<file path="src/rtl/div_pkg.sv">
// Shared types and constants for the divider-sharing controller.
package div_pkg;

  typedef enum logic [2:0] {
    IDLE  = 3'd0,
    ARB   = 3'd1,
    START = 3'd2,
    WAIT  = 3'd3,
    RESP  = 3'd4
  } div_state_t;

  localparam int DEF_DIV_LATENCY = 5;

  // Divide-by-zero answer: all-ones quotient, remainder echoes the dividend.
  localparam logic [3:0] DZ_QUOT = 4'hF;
  localparam logic [3:0] DZ_DIVISOR = 4'h0;

endpackage

</file>
<file path="src/rtl/rr_arbiter.sv">
// Combinational round-robin pick: first set req bit at or after ptr, wrapping.
module rr_arbiter #(
  parameter int NUM_REQ = 4,
  parameter int ID_W    = 2
) (
  input  logic [NUM_REQ-1:0] req,
  input  logic [ID_W-1:0]    ptr,
  output logic [NUM_REQ-1:0] gnt,
  output logic [ID_W-1:0]    idx,
  output logic               any
);

  logic [ID_W-1:0] cand;

  always_comb begin
    gnt  = '0;
    idx  = '0;
    any  = 1'b0;
    cand = '0;
    for (int k = 0; k < NUM_REQ; k++) begin
      cand = ID_W'((int'(ptr) + k) % NUM_REQ);
      if (!any && req[cand]) begin
        any = 1'b1;
        idx = cand;
      end
    end
    if (any) gnt[idx] = 1'b1;
  end

endmodule

</file>
<file path="src/rtl/div_share_ctrl.sv">
// Shares one external divider among NUM_REQ requesters; one transaction in
// flight, round-robin grant, divide-by-zero answered locally.
module div_share_ctrl
  import div_pkg::*;
#(
  parameter int NUM_REQ     = 4,
  parameter int ID_W        = 2,
  parameter int DIV_LATENCY = DEF_DIV_LATENCY,
  parameter int CNT_W       = 3
) (
  input  logic                 clk,
  input  logic                 n_rst,
  input  logic [NUM_REQ-1:0]   req,
  input  logic [4*NUM_REQ-1:0] req_dividend,
  input  logic [4*NUM_REQ-1:0] req_divisor,
  output logic [NUM_REQ-1:0]   gnt,
  output logic                 rsp_valid,
  output logic [ID_W-1:0]      rsp_id,
  output logic [3:0]           rsp_quotient,
  output logic [4:0]           rsp_remainder,
  output logic                 rsp_dz,
  output logic                 busy,
  output logic                 div_start,
  output logic [3:0]           div_Q,
  output logic [3:0]           div_M,
  input  logic [3:0]           div_Q_product,
  input  logic [4:0]           div_R_product
);

  div_state_t state, state_nxt;

  logic [NUM_REQ-1:0][3:0] dvd_a, dvs_a;
  logic [NUM_REQ-1:0]      arb_gnt;
  logic [ID_W-1:0]         arb_idx, rr_ptr, cur_id;
  logic                    arb_any;
  logic [3:0]              arb_q, arb_m;
  logic [CNT_W-1:0]        cnt;

  assign dvd_a = req_dividend;
  assign dvs_a = req_divisor;
  assign arb_q = dvd_a[arb_idx];
  assign arb_m = dvs_a[arb_idx];

  rr_arbiter #(.NUM_REQ(NUM_REQ), .ID_W(ID_W)) u_arb (
    .req (req),
    .ptr (rr_ptr),
    .gnt (arb_gnt),
    .idx (arb_idx),
    .any (arb_any)
  );

  always_ff @(posedge clk or negedge n_rst) begin
    if (!n_rst) state <= IDLE;
    else        state <= state_nxt;
  end

  always_comb begin
    state_nxt = state;
    case (state)
      IDLE:  if (|req) state_nxt = ARB;
      ARB: begin
        if (!arb_any)                 state_nxt = IDLE;
        else if (arb_m == DZ_DIVISOR) state_nxt = RESP;
        else                          state_nxt = START;
      end
      START: state_nxt = WAIT;
      WAIT:  if (cnt == '0) state_nxt = RESP;
      RESP:  state_nxt = IDLE;
      default: state_nxt = IDLE;
    endcase
  end

  assign busy      = (state != IDLE);
  assign div_start = (state == START);
  assign rsp_valid = (state == RESP);

  // Response fields only change on entry to RESP so they hold between answers.
  always_ff @(posedge clk or negedge n_rst) begin
    if (!n_rst) begin
      gnt           <= '0;
      rr_ptr        <= '0;
      cur_id        <= '0;
      cnt           <= '0;
      div_Q         <= '0;
      div_M         <= '0;
      rsp_id        <= '0;
      rsp_quotient  <= '0;
      rsp_remainder <= '0;
      rsp_dz        <= 1'b0;
    end else begin
      case (state)
        ARB: if (arb_any) begin
          gnt    <= arb_gnt;
          cur_id <= arb_idx;
          div_Q  <= arb_q;
          div_M  <= arb_m;
          rr_ptr <= (arb_idx == ID_W'(NUM_REQ-1)) ? '0 : arb_idx + 1'b1;
          if (arb_m == DZ_DIVISOR) begin
            rsp_id        <= arb_idx;
            rsp_quotient  <= DZ_QUOT;
            rsp_remainder <= {1'b0, arb_q};
            rsp_dz        <= 1'b1;
          end
        end
        START: cnt <= CNT_W'(DIV_LATENCY-1);
        WAIT: begin
          if (cnt == '0) begin
            rsp_id        <= cur_id;
            rsp_quotient  <= div_Q_product;
            rsp_remainder <= div_R_product;
            rsp_dz        <= 1'b0;
          end else begin
            cnt <= cnt - 1'b1;
          end
        end
        RESP: gnt <= '0;
        default: ;
      endcase
    end
  end

endmodule

</file>
<file path="config.mk">
export PLATFORM = sky130hd
export DESIGN_NAME = div_share_ctrl
export DESIGN_NICKNAME = d
export VERILOG_FILES = /design/src/rtl/div_pkg.sv /design/src/rtl/rr_arbiter.sv /design/src/rtl/div_share_ctrl.sv
export SDC_FILE = /design/constraint.sdc
export NUM_CORES = 1
export LEC_CHECK = 0
export CAP_MARGIN = 10
export CORE_MARGIN = 2
export CORE_UTILIZATION = 39
export CTS_CLUSTER_SIZE = 20
export DETAILED_ROUTE_END_ITERATION = 12
export PLACE_DENSITY_LB_ADDON = 0.2
export SYNTH_ARGS = -nofsm -noshare
export SYNTH_HDL_FRONTEND = slang
export SYNTH_SLANG_ARGS = --single-unit
</file>
<file path="constraint.sdc">
create_clock -name clk -period 2.2 [get_ports clk]
set_input_delay 0.66 -clock clk [delete_from_list [all_inputs] [get_ports clk]]
set_output_delay 0.66 -clock clk [all_outputs]
set_load 0.02 [all_outputs]
</file>
==> summary.md, run 1 <==
| Metric | Value |
|---|---|
| Path type of the worst min-delay path | `in -> async` |
| Status | `finished with violations` |
| Most frequent cells in the layout | `clkdlybuf4s50_1, dfrtp_1, buf_4, nand2_1, o21ai_0` |
| Commonest non-fill, non-tap cell in the layout | `clkdlybuf4s50_1` |
| Synth-to-Final Area Change | `58.6%` |
| Largest net degree at the start of global routing | `35` |
| Vias | `1682` |
| Routed Antenna Nets | `0` |
| RSZ-0062 raised after global routing | `yes` |
| Max_slew headroom | `71.3%` |
| Layout Cells excl Fill | `between 300 and 400` |
| CTS buffer count | `5` |
| Clk Latency, worst-skew pair | `a little under 0.3 ns` |
| Pre-CTS setup slack | `-0.876 ns` |
| Static leakage | `1.34 nW` |
| Required time of the critical path | `~2.4 ns` |
| Switching portion of total power | `37.9%` |
| DRT iter0 DRCs | `105` |
| Clock-pin slew of the registers on the worst-case setup and hold paths | `0.07 ns` |
| Critical path endpoint category | `flop` |
| Area share of the largest cell type after synthesis | `44.6%` |
| Max-slew violations | `0` |
| Asr flop ratio synth | `100%` |
| Comb power frac | `60.1%` |
| Fmax | `421 MHz` |
| Number of global-route vias before repair | `1657` |
| DR WL/cell | `around 13 um` |
| Fillers | `398` |
| Int Power | `2.64 mW` |
| Crit path max fanout | `8` |
| Synth area leaders | `dfrtp_1, mux2_2, nand2_1` |
| Final wirelength | `between 4 and 5 mm` |
| Share of cells above drive strength 1 | `26.9%` |
| Arrival @ worst endpoint | `2.55 ns` |
| Initial Util | `between 40% and 50%` |
| Synth area leader | `dfrtp_1` |
| Number of remaining DRC errors | `0` |
| Area of the die | `5460 um2` |
| # port buffers | `73` |
| Setup ws final | `-0.173 ns` |
| Num ports | `74` |
| Register area share after synthesis | `44.6%` |
| Pwr/cell area | `between 1000 and 1500 nW/um2` |
| EDFF count, synth | `0` |
| Synth Net Count | `237` |
| CTS tree | `done` |
| Root buf cell | `clkbuf_8` |
| Mapped cell area | `1910 um2` |
| Avg Inst Size Synth | `10.4 um2` |
| Placed Instances | `around 340` |
| Post-synthesis register bit count | `34` |
| Reg power frac | `between 20% and 30%` |
| First-pass GRT wire length | `7.58 mm` |
| Clock skew | `~0.0065 ns` |
| Tightest Pin Transition | `about 0.43 ns` |
| GRT Util Overall | `18.4%` |
| NumNets Final | `approximately 340` |
| Max Cap Viol | `0` |
| Initial antenna violation count | `0` |
| Diodes inserted | `0` |
| Total core area | `4720 um2` |
| Final setup violation count | `11` |
| Peak supply drop | `~0.74 mV` |
| 1st-pass router iterations | `4` |
| Clock Power Share | `13.3%` |
| Worst Setup Path Type | `in -> reg` |
| Main synth FF type | `dfrtp_1` |
| Post-DP HPWL | `3.40 mm` |
| Post-route minimum period | `2.37 ns` |
| Final hold vios | `0` |
| Die height | `73.9 um` |
| Mapped Cells | `184` |
| Final Cycle Share | `108%` |
| Switching power | `1.61 mW` |
| Ys Warns | `0` |
| Sink Count | `34` |
| GRT Residual Overflow | `0` |
| Die width | `73.9 um` |
| CP Launch Type | `input port` |
| Fin Setup TNS | `-1.71 ns` |
| Row count | `25` |
| Clock Tree Buf Depth | `2` |
| Count of cell types in the netlist | `37` |
| Failing checks | `negative setup slack` |
| Via/cell ratio | `4.81` |
| Placer's final routability congestion estimate | `0.727` |
| H-tree levels | `2` |
## worst paths after layout
kind | start | to | slack [ns] | cells after the start
worst max-delay path | req[2] | rsp_id[0] | -0.17 | 9
worst min-delay path | n_rst | div_M[0] | 0.38 | 2
worst max register to register | rr_ptr[1] | rsp_id[0] | -0.08 | 8
worst min register to register | cur_id[1] | cur_id[1] | 0.48 | 2
max in group asynchronous | n_rst | state[1] | 1.49 | 2
min in group clk | cur_id[1] | cur_id[1] | 0.48 | 2
## metrics by stage
| step | total power, mW | util [%] | hold WS (ns) | cell area, um2 |
|---|---|---|---|---|
| after global routing | 4.56 | 64.0 | 0.427 | 3020 |
| after floorplan | 2.62 | - | 0.364 | 1920 |
| after global placement | 3.52 | 59.6 | 0.457 | 2820 |
| final | 4.26 | 64.0 | 0.385 | 3020 |
| after CTS | 4.26 | 63.7 | 0.402 | 3010 |
| after detailed placement | 3.55 | 59.6 | 0.471 | 2820 |
## registers in the layout, indices dropped and copies added, names as in the netlist
register,cells
rsp_remainder,5
div_M,4
div_Q,4
gnt,4
rsp_quotient,4
cnt,3
state,3
cur_id,2
rr_ptr,2
rsp_id,2
rsp_dz,1
## repair_timing
item | 4_1_cts | 5_1_grt
hold buffers | 0 | 0
setup endpoints to repair | 33 | 12
cloned | 1 | 0
resized for setup | 32 | 4
setup buffers | 5 | 1
pin swaps | 4 | 4
endpoints found under the hold margin | 0 | 0
## worst max-delay path, cell delays in order
cell and delay, ns:
buf_6 0.09, nor2b_4 0.12, a211o_1 0.31, o21a_4 0.18, mux2i_1 0.12, mux2_4 0.27
and4_4 0.20, o2bb2a_4 0.27, mux2_4 0.31
## final cells by class
cell class                 count  area (um2)  share of cell area [%]
clock inverter                 1        30.0                   0.993
multi-input combinational    128        1020                    33.7
inverter                      14        52.6                    1.74
timing repair buffer          99         910                    30.1
tap                           67        83.8                    2.77
clock buffer                   7        76.3                    2.52
sequential                    34         852                    28.2
## power groups by stage
stage                     clock network, mW  registers, mW  logic, mW
after floorplan                           0           1.36       1.26
after global placement                    0           1.13       2.39
after detailed placement                  0           1.13       2.41
after CTS                             0.579           1.14       2.55
after global routing                  0.600           1.17       2.79
final                                 0.566           1.13       2.56
## synthesized netlist by cell type (2+ instances only)
master	instances
a211oi_1	5
a21oi_1	2
a31oi_1	4
and2_0	4
buf_6	2
clkbuf_1	5
dfrtp_1	34
ha_1	6
inv_1	13
mux2_1	2
mux2_2	15
mux2_4	4
mux2i_1	8
nand2_1	24
nand3_1	5
nor2_1	7
nor2b_1	4
nor2b_2	2
o21ai_0	17
o22a_1	4
## logic make-up (layout without fill, tap and decap cells)
| kind of cell | after synthesis | count (layout) | share of synthesized area (%) |
|---|---|---|---|
| AOI/OAI and AO/OA | 40 | 41 | 14.4 |
| adders and majority gates | 6 | 6 | 3.94 |
| buffers and inverters | 23 | 121 | 6.24 |
| DFF | 34 | 34 | 44.6 |
| muxes | 29 | 29 | 17.4 |
| and+or+nand+nor | 52 | 52 | 13.3 |
## layer usage
layer | up-vias | GRT usage, % | part of all wire (%)
met1 | 801 | 24.6 | 46
met2 | 40 | 28.2 | 48
met5 | - | 0 | 0
li1 | 834 | - | -
met4 | 0 | 7.27 | 1.3
met3 | 7 | 5.08 | 5.2
Note: power is estimated with default switching activity, not from simulation.
==> inputs of run 2 (changes only) <==
- clock period: 2.2 -> 2 ns (I/O delays scaled with it)
==> run 2 against run 1 <==
Effect of this change: the run still ends with negative setup slack left; core utilization increased by 1.1 points; worst hold slack improved by 0.095 ns; die area unchanged; sequential share of layout area decreased by 0.47 points; sequential power increased by 9.7%; total power increased by 12%; clock skew decreased by 0.0029 ns; cell count decreased by 0.86%.
==> summary.md, run 2 (synthesis gave the netlist of run 1 again) <==
| Metric | Value |
|---|---|
| Row count | `25` |
| Final Cycle Share | `115%` |
| Total core area | `4720 um2` |
| Layout Cells excl Fill | `347` |
| Fillers | `between 300 and 400` |
| Fmax | `435 MHz` |
| Status | `finished with violations` |
| Largest net degree at the start of global routing | `35` |
| Clock Tree Buf Depth | `2` |
| Vias | `1661` |
| Register area | `852 um2` |
| Via/cell ratio | `between 4 and 5` |
| Required time of the critical path | `2.17 ns` |
| Initial antenna violation count | `0` |
| Synth-to-Final Area Change | `61.3%` |
| Final hold slack | `0.480 ns` |
| Crit path max fanout | `7` |
| Initial Util | `between 40% and 50%` |
| Placed cell areas | `2810 um2` |
| Fin Setup TNS | `-3.46 ns` |
| Peak supply drop | `around 0.83 mV` |
| GRT Util Overall | `18.6%` |
| Sink Count | `34` |
| Post-route cell area | `3070 um2` |
| Largest Register | `rsp_remainder` |
| Critical path's slowest cell | `a211o_1` |
| Path type of the worst min-delay path | `reg -> reg` |
| Largest register FFs | `5` |
| Post-route minimum period | `2.30 ns` |
| Pwr/cell area | `1560 nW/um2` |
| DRT iter0 DRCs | `77` |
| RSZ-0062 raised after global routing | `yes` |
| Max-slew violations | `0` |
| Die height | `73.9 um` |
| DR WL/cell | `13.9 um` |
| CP Launch Type | `input port` |
| Max Cap Viol | `0` |
| Pre-CTS setup slack | `-1.00 ns` |
| Clk Latency, worst-skew pair | `0.28 ns` |
| Static leakage | `roughly 1.3 nW` |
| Multi-input logic area | `1060 um2` |
| Tightest Pin Transition | `0.433 ns` |
| Number of remaining DRC errors | `0` |
| Final hold vios | `0` |
| # port buffers | `73` |
| Crit path buffers/inverters | `1` |
| Number of global-route vias before repair | `1652` |
| NumNets Final | `333` |
| Arrival @ worst endpoint | `between 2 and 2.5 ns` |
| 1st-pass router iterations | `4` |
| Most frequent cells in the layout | `clkdlybuf4s50_1, dfrtp_1, nand2_1, buf_4, o21ai_0` |
| Worst-path cell chain | `buf_4, nand2_2, a211o_1, o21a_4, mux2i_1, mux2_4, and4_4, o2bb2a_4, mux2_4` |
| Final setup violation count | `14` |
| GRT Residual Overflow | `0` |
| Area of the die | `between 5000 and 6000 um2` |
| Commonest non-fill, non-tap cell in the layout | `clkdlybuf4s50_1` |
| Final wirelength | `approximately 4.8 mm` |
| Placed Instances | `334` |
| Share of cells above drive strength 1 | `29.6%` |
| Post-DP HPWL | `3.41 mm` |
| Worst Setup Path Type | `in -> reg` |
| Root buf cell | `clkbuf_8` |
| Clock-pin slew of the registers on the worst-case setup and hold paths | `around 0.070 ns` |
| CTS tree | `done` |
| Most used cell, CP | `mux2_4` |
| Die width | `73.9 um` |
| First-pass GRT wire length | `7.78 mm` |
| Num ports | `74` |
| H-tree levels | `2` |
| Clock skew | `0.00361 ns` |
| Critical path endpoint category | `flop` |
| CP top delay family | `compound AO/OA/AOI/OAI gates` |
| Setup ws final | `-0.300 ns` |
| Failing checks | `negative setup slack` |
| Placer's final routability congestion estimate | `approximately 0.75` |
| Slowest stage delay, CP | `0.35 ns` |
| Max_slew headroom | `between 70% and 80%` |
| Diodes inserted | `0` |
| CTS buffer count | `5` |
| Routed Antenna Nets | `0` |
-- run 2: cell types whose count changed in the layout (fill, tap and decap cells not counted), sizes merged --
cell / previous run / this run
dlygate4sd2: 3 / 0
clkbuf: 7 / 8
clkinvlp: 0 / 1
clkdlybuf4s15: 0 / 1
buf: 31 / 28
clkdlybuf4s50: 65 / 66
clkinv: 1 / 0
-- run 2: what timing repair did --
action                                  4_1_cts  5_1_grt
endpoints found under the setup margin       33       25
buffers inserted                              4        2
pin swaps                                     6        5
hold buffers                                  0        0
resized for setup                            42       15
cloned                                        1        0
-- run 2: area by class of cell --
class                      instances  area share (%)
inverter                          14            1.83
sequential                        34            27.7
multi-input combinational        128            34.6
tap                               67            2.73
clock buffer                       6            2.69
clock inverter                     1           0.977
timing repair buffer              97            29.4
-- run 2: path summary, 6_finish.rpt --
path	start	to	slack [ns]	cells past startpoint
max	req[0]	rsp_remainder[2]	-0.30	9
min	cur_id[0]	cur_id[0]	0.48	1
max reg2reg	rr_ptr[1]	rsp_remainder[2]	-0.29	8
min reg2reg	cur_id[0]	cur_id[0]	0.48	1
max in group asynchronous	n_rst	rr_ptr[0]	0.95	2
min in group asynchronous	n_rst	gnt[3]	0.72	2
-- run 2: where the power goes --
part	internal, mW	switching [mW]
registers	1.03	0.215
clock network	0.399	0.245
logic	1.53	1.37
total	2.96	1.83
-- run 2: per-layer routing --
| metal | up-vias | global-route usage (%) | part of all wire [%] |
|---|---|---|---|
| li1 | 830 | - | - |
| met1 | 777 | 23.9 | 44 |
| met2 | 50 | 31.3 | 50 |
| met3 | 4 | 4.94 | 5.1 |
| met4 | 0 | 4.85 | 0.85 |
| met5 | - | 0 | 0 |
-- run 2: per-stage QoR --
stage               power (mW)  utilization (%)
finish                    4.79             65.1
global route              5.12             65.1
floorplan                 2.89                -
detailed placement        3.90             59.5
global placement          3.87             59.5
CTS                       4.76             64.5
==> inputs of run 3 (changes only) <==
- CORE_MARGIN: 2 -> unset
- SETUP_SLACK_MARGIN: unset -> 0.05
==> run 3 against run 2 <==
Effect of this change: the run still ends with negative setup slack left; critical path depth unchanged; worst setup slack gained 0.038 ns; register-to-register slack improved by 0.09 ns; clock power decreased by 18%; cell area shrank 3.0%; routed wire length down 3.8%; total power fell by 4.1%; fmax rose by 1.7%; cell count down 0.58%; combinational power down 2%; core utilization shrank 1.9 points; sequential share of layout area increased by 0.85 points; critical endpoint is now rsp_remainder[0]; largest cell class unchanged; largest power group unchanged; highest routed layer unchanged.
==> summary.md, run 3 (synthesis gave the netlist of run 1 again) <==
| Metric | Value |
|---|---|
| Clk Latency, worst-skew pair | `0.28 ns` |
| Arrival @ worst endpoint | `2.43 ns` |
| Max Cap Viol | `0` |
| Clock skew | `approximately 0.0045 ns` |
| Critical path's slowest cell | `mux2_4` |
| Num ports | `74` |
| Largest net degree at the start of global routing | `35` |
| GRT Residual Overflow | `0` |
| Crit path buffers/inverters | `1` |
| Pwr/cell area | `1540 nW/um2` |
| CTS buffer count | `5` |
| Vias | `1657` |
| Tightest Pin Transition | `0.440 ns` |
| DR WL/cell | `13.4 um` |
| Path type of the worst min-delay path | `reg -> reg` |
| Most frequent cells in the layout | `clkdlybuf4s50_1, dfrtp_1, nand2_1, buf_4, o21ai_0` |
| 1st-pass router iterations | `4` |
| Min-Delay Path Depth | `2` |
| Status | `finished with violations` |
| Total core area | `between 4000 and 5000 um2` |
| Critical path depth in cells | `9` |
| Failing checks | `negative setup slack` |
| Share of cells above drive strength 1 | `between 20 and 30%` |
| Worst-case reg-to-reg path depth | `8` |
| Routed Antenna Nets | `0` |
| Slowest stage delay, CP | `0.31 ns` |
| Final wirelength | `4.63 mm` |
| Power Total | `4.59 mW` |
| # port buffers | `73` |
| Fmax | `roughly 440 MHz` |
| Sink Count | `34` |
| Largest register FFs | `5` |
| Placed cell areas | `roughly 2800 um2` |
| Die height | `71.9 um` |
| Clock-pin slew of the registers on the worst-case setup and hold paths | `approximately 0.07 ns` |
| Initial Util | `40.3%` |
| Number of remaining DRC errors | `0` |
| Static leakage | `1.32 nW` |
| Setup ws final | `-0.262 ns` |
| Commonest non-fill, non-tap cell in the layout | `clkdlybuf4s50_1` |
| Via/cell ratio | `between 4 and 5` |
| Post-DP HPWL | `between 3 and 4 mm` |
| Post-route cell area | `2980 um2` |
| Root buf cell | `clkbuf_8` |
| Area of the die | `just over 5000 um2` |
| Final setup violation count | `14` |
| Number of global-route vias before repair | `1593` |
| Crit path max fanout | `8` |
| NumNets Final | `330` |
| Required time of the critical path | `2.17 ns` |
| Placed Instances | `about 330` |
| Critical path endpoint category | `flop` |
| CP top delay family | `compound AO/OA/AOI/OAI gates` |
| H-tree levels | `2` |
| Diodes inserted | `0` |
| Layout Cells excl Fill | `between 300 and 400` |
| Row count | `25` |
| Synth-to-Final Area Change | `56.5%` |
| Peak supply drop | `0.920 mV` |
| Most used cell, CP | `mux2_4` |
| Initial antenna violation count | `0` |
| First-pass GRT wire length | `~7.5 mm` |
| Largest Register | `rsp_remainder` |
| Worst-path cell chain | `buf_6, nor2b_4, a211o_1, o21a_4, mux2i_1, mux2_4, and4_4, o2bb2a_4, mux2_4` |
| Pre-CTS setup slack | `-0.981 ns` |
| GRT Util Overall | `19.0%` |
| DRT iter0 DRCs | `138` |
| Worst Setup Path Type | `in -> reg` |
| Clock Tree Buf Depth | `2` |
| Max_slew headroom | `a little over two thirds` |
| CTS tree | `done` |
| CP Launch Type | `input port` |
| RSZ-0062 raised after global routing | `yes` |
| Post-route minimum period | `around 2.3 ns` |
| Final hold vios | `0` |
| Die width | `71.9 um` |
| Placer's final routability congestion estimate | `0.703` |
| Final Cycle Share | `113%` |
| Max-slew violations | `0` |
-- run 3: changes by cell type in the layout (fill, tap and decap cells not counted), moves of 2 or more --
cell      delta
clkinv_2     +2
buf_6        -2
a211oi_1     +3
a211oi_2     -3
-- run 3: final cells by class --
class | instances | area [um2]
clock buffer | 7 | 86.3
clock inverter | 1 | 5.00
fill | 400 | 1740
inverter | 14 | 53.8
multi-input combinational | 128 | 1030
sequential | 34 | 852
tap | 67 | 83.8
timing repair buffer | 94 | 870
-- run 3: power by group --
part           switching (mW)  total, mW  internal (mW)
Sequential              0.204       1.23           1.03
Combinational            1.34       2.84           1.49
Clock                   0.249      0.527          0.278
Total                    1.79       4.59           2.80
-- run 3: worst paths after layout --
path / slack [ns] / from / end
max: -0.26 / req[2] / rsp_remainder[0]
min: 0.49 / cur_id[1] / cur_id[1]
max reg2reg: -0.20 / rr_ptr[1] / rsp_remainder[0]
min reg2reg: 0.49 / cur_id[1] / cur_id[1]
max in group asynchronous: 0.94 / n_rst / rr_ptr[0]
min in group asynchronous: 0.72 / n_rst / div_M[0]
-- run 3: through the flow --
step           util (%)  TNS (ns)  hold WS, ns
4_1_cts            63.1     -3.58        0.491
6_report           63.2     -2.85        0.486
3_3_place_gp       59.5    -20.94        0.460
2_1_floorplan         -     -5.32        0.304
5_1_grt            63.2     -3.59        0.519
3_5_place_dp       59.5    -21.98        0.476
-- run 3: worst min-delay path: cells and delay by family (launching register included) --
kind | cells | cell delay (ns)
AOI/OAI and AO/OA | 1 | 0.06
and+or+nand+nor | 1 | 0.05
DFF | 1 | 0.34
-- run 3: what timing repair did --
action                                  4_1_cts  5_1_grt
resized for setup                            39       11
pin swaps                                     7        6
setup buffers                                 2        2
hold buffers                                  0        0
gates cloned                                  1        0
endpoints found under the setup margin       33       23
-- run 3: per-layer routing --
metal | wire length (um) | share of wire [%] | track usage (%) | vias to the layer above
li1 | - | - | - | 821
met2 | 2230 | 48 | 31.7 | 47
met4 | 44 | 0.95 | 5.23 | 0
met5 | 0 | 0 | 0 | -
met1 | 2070 | 45 | 24.7 | 783
met3 | 283 | 6.1 | 5.14 | 6
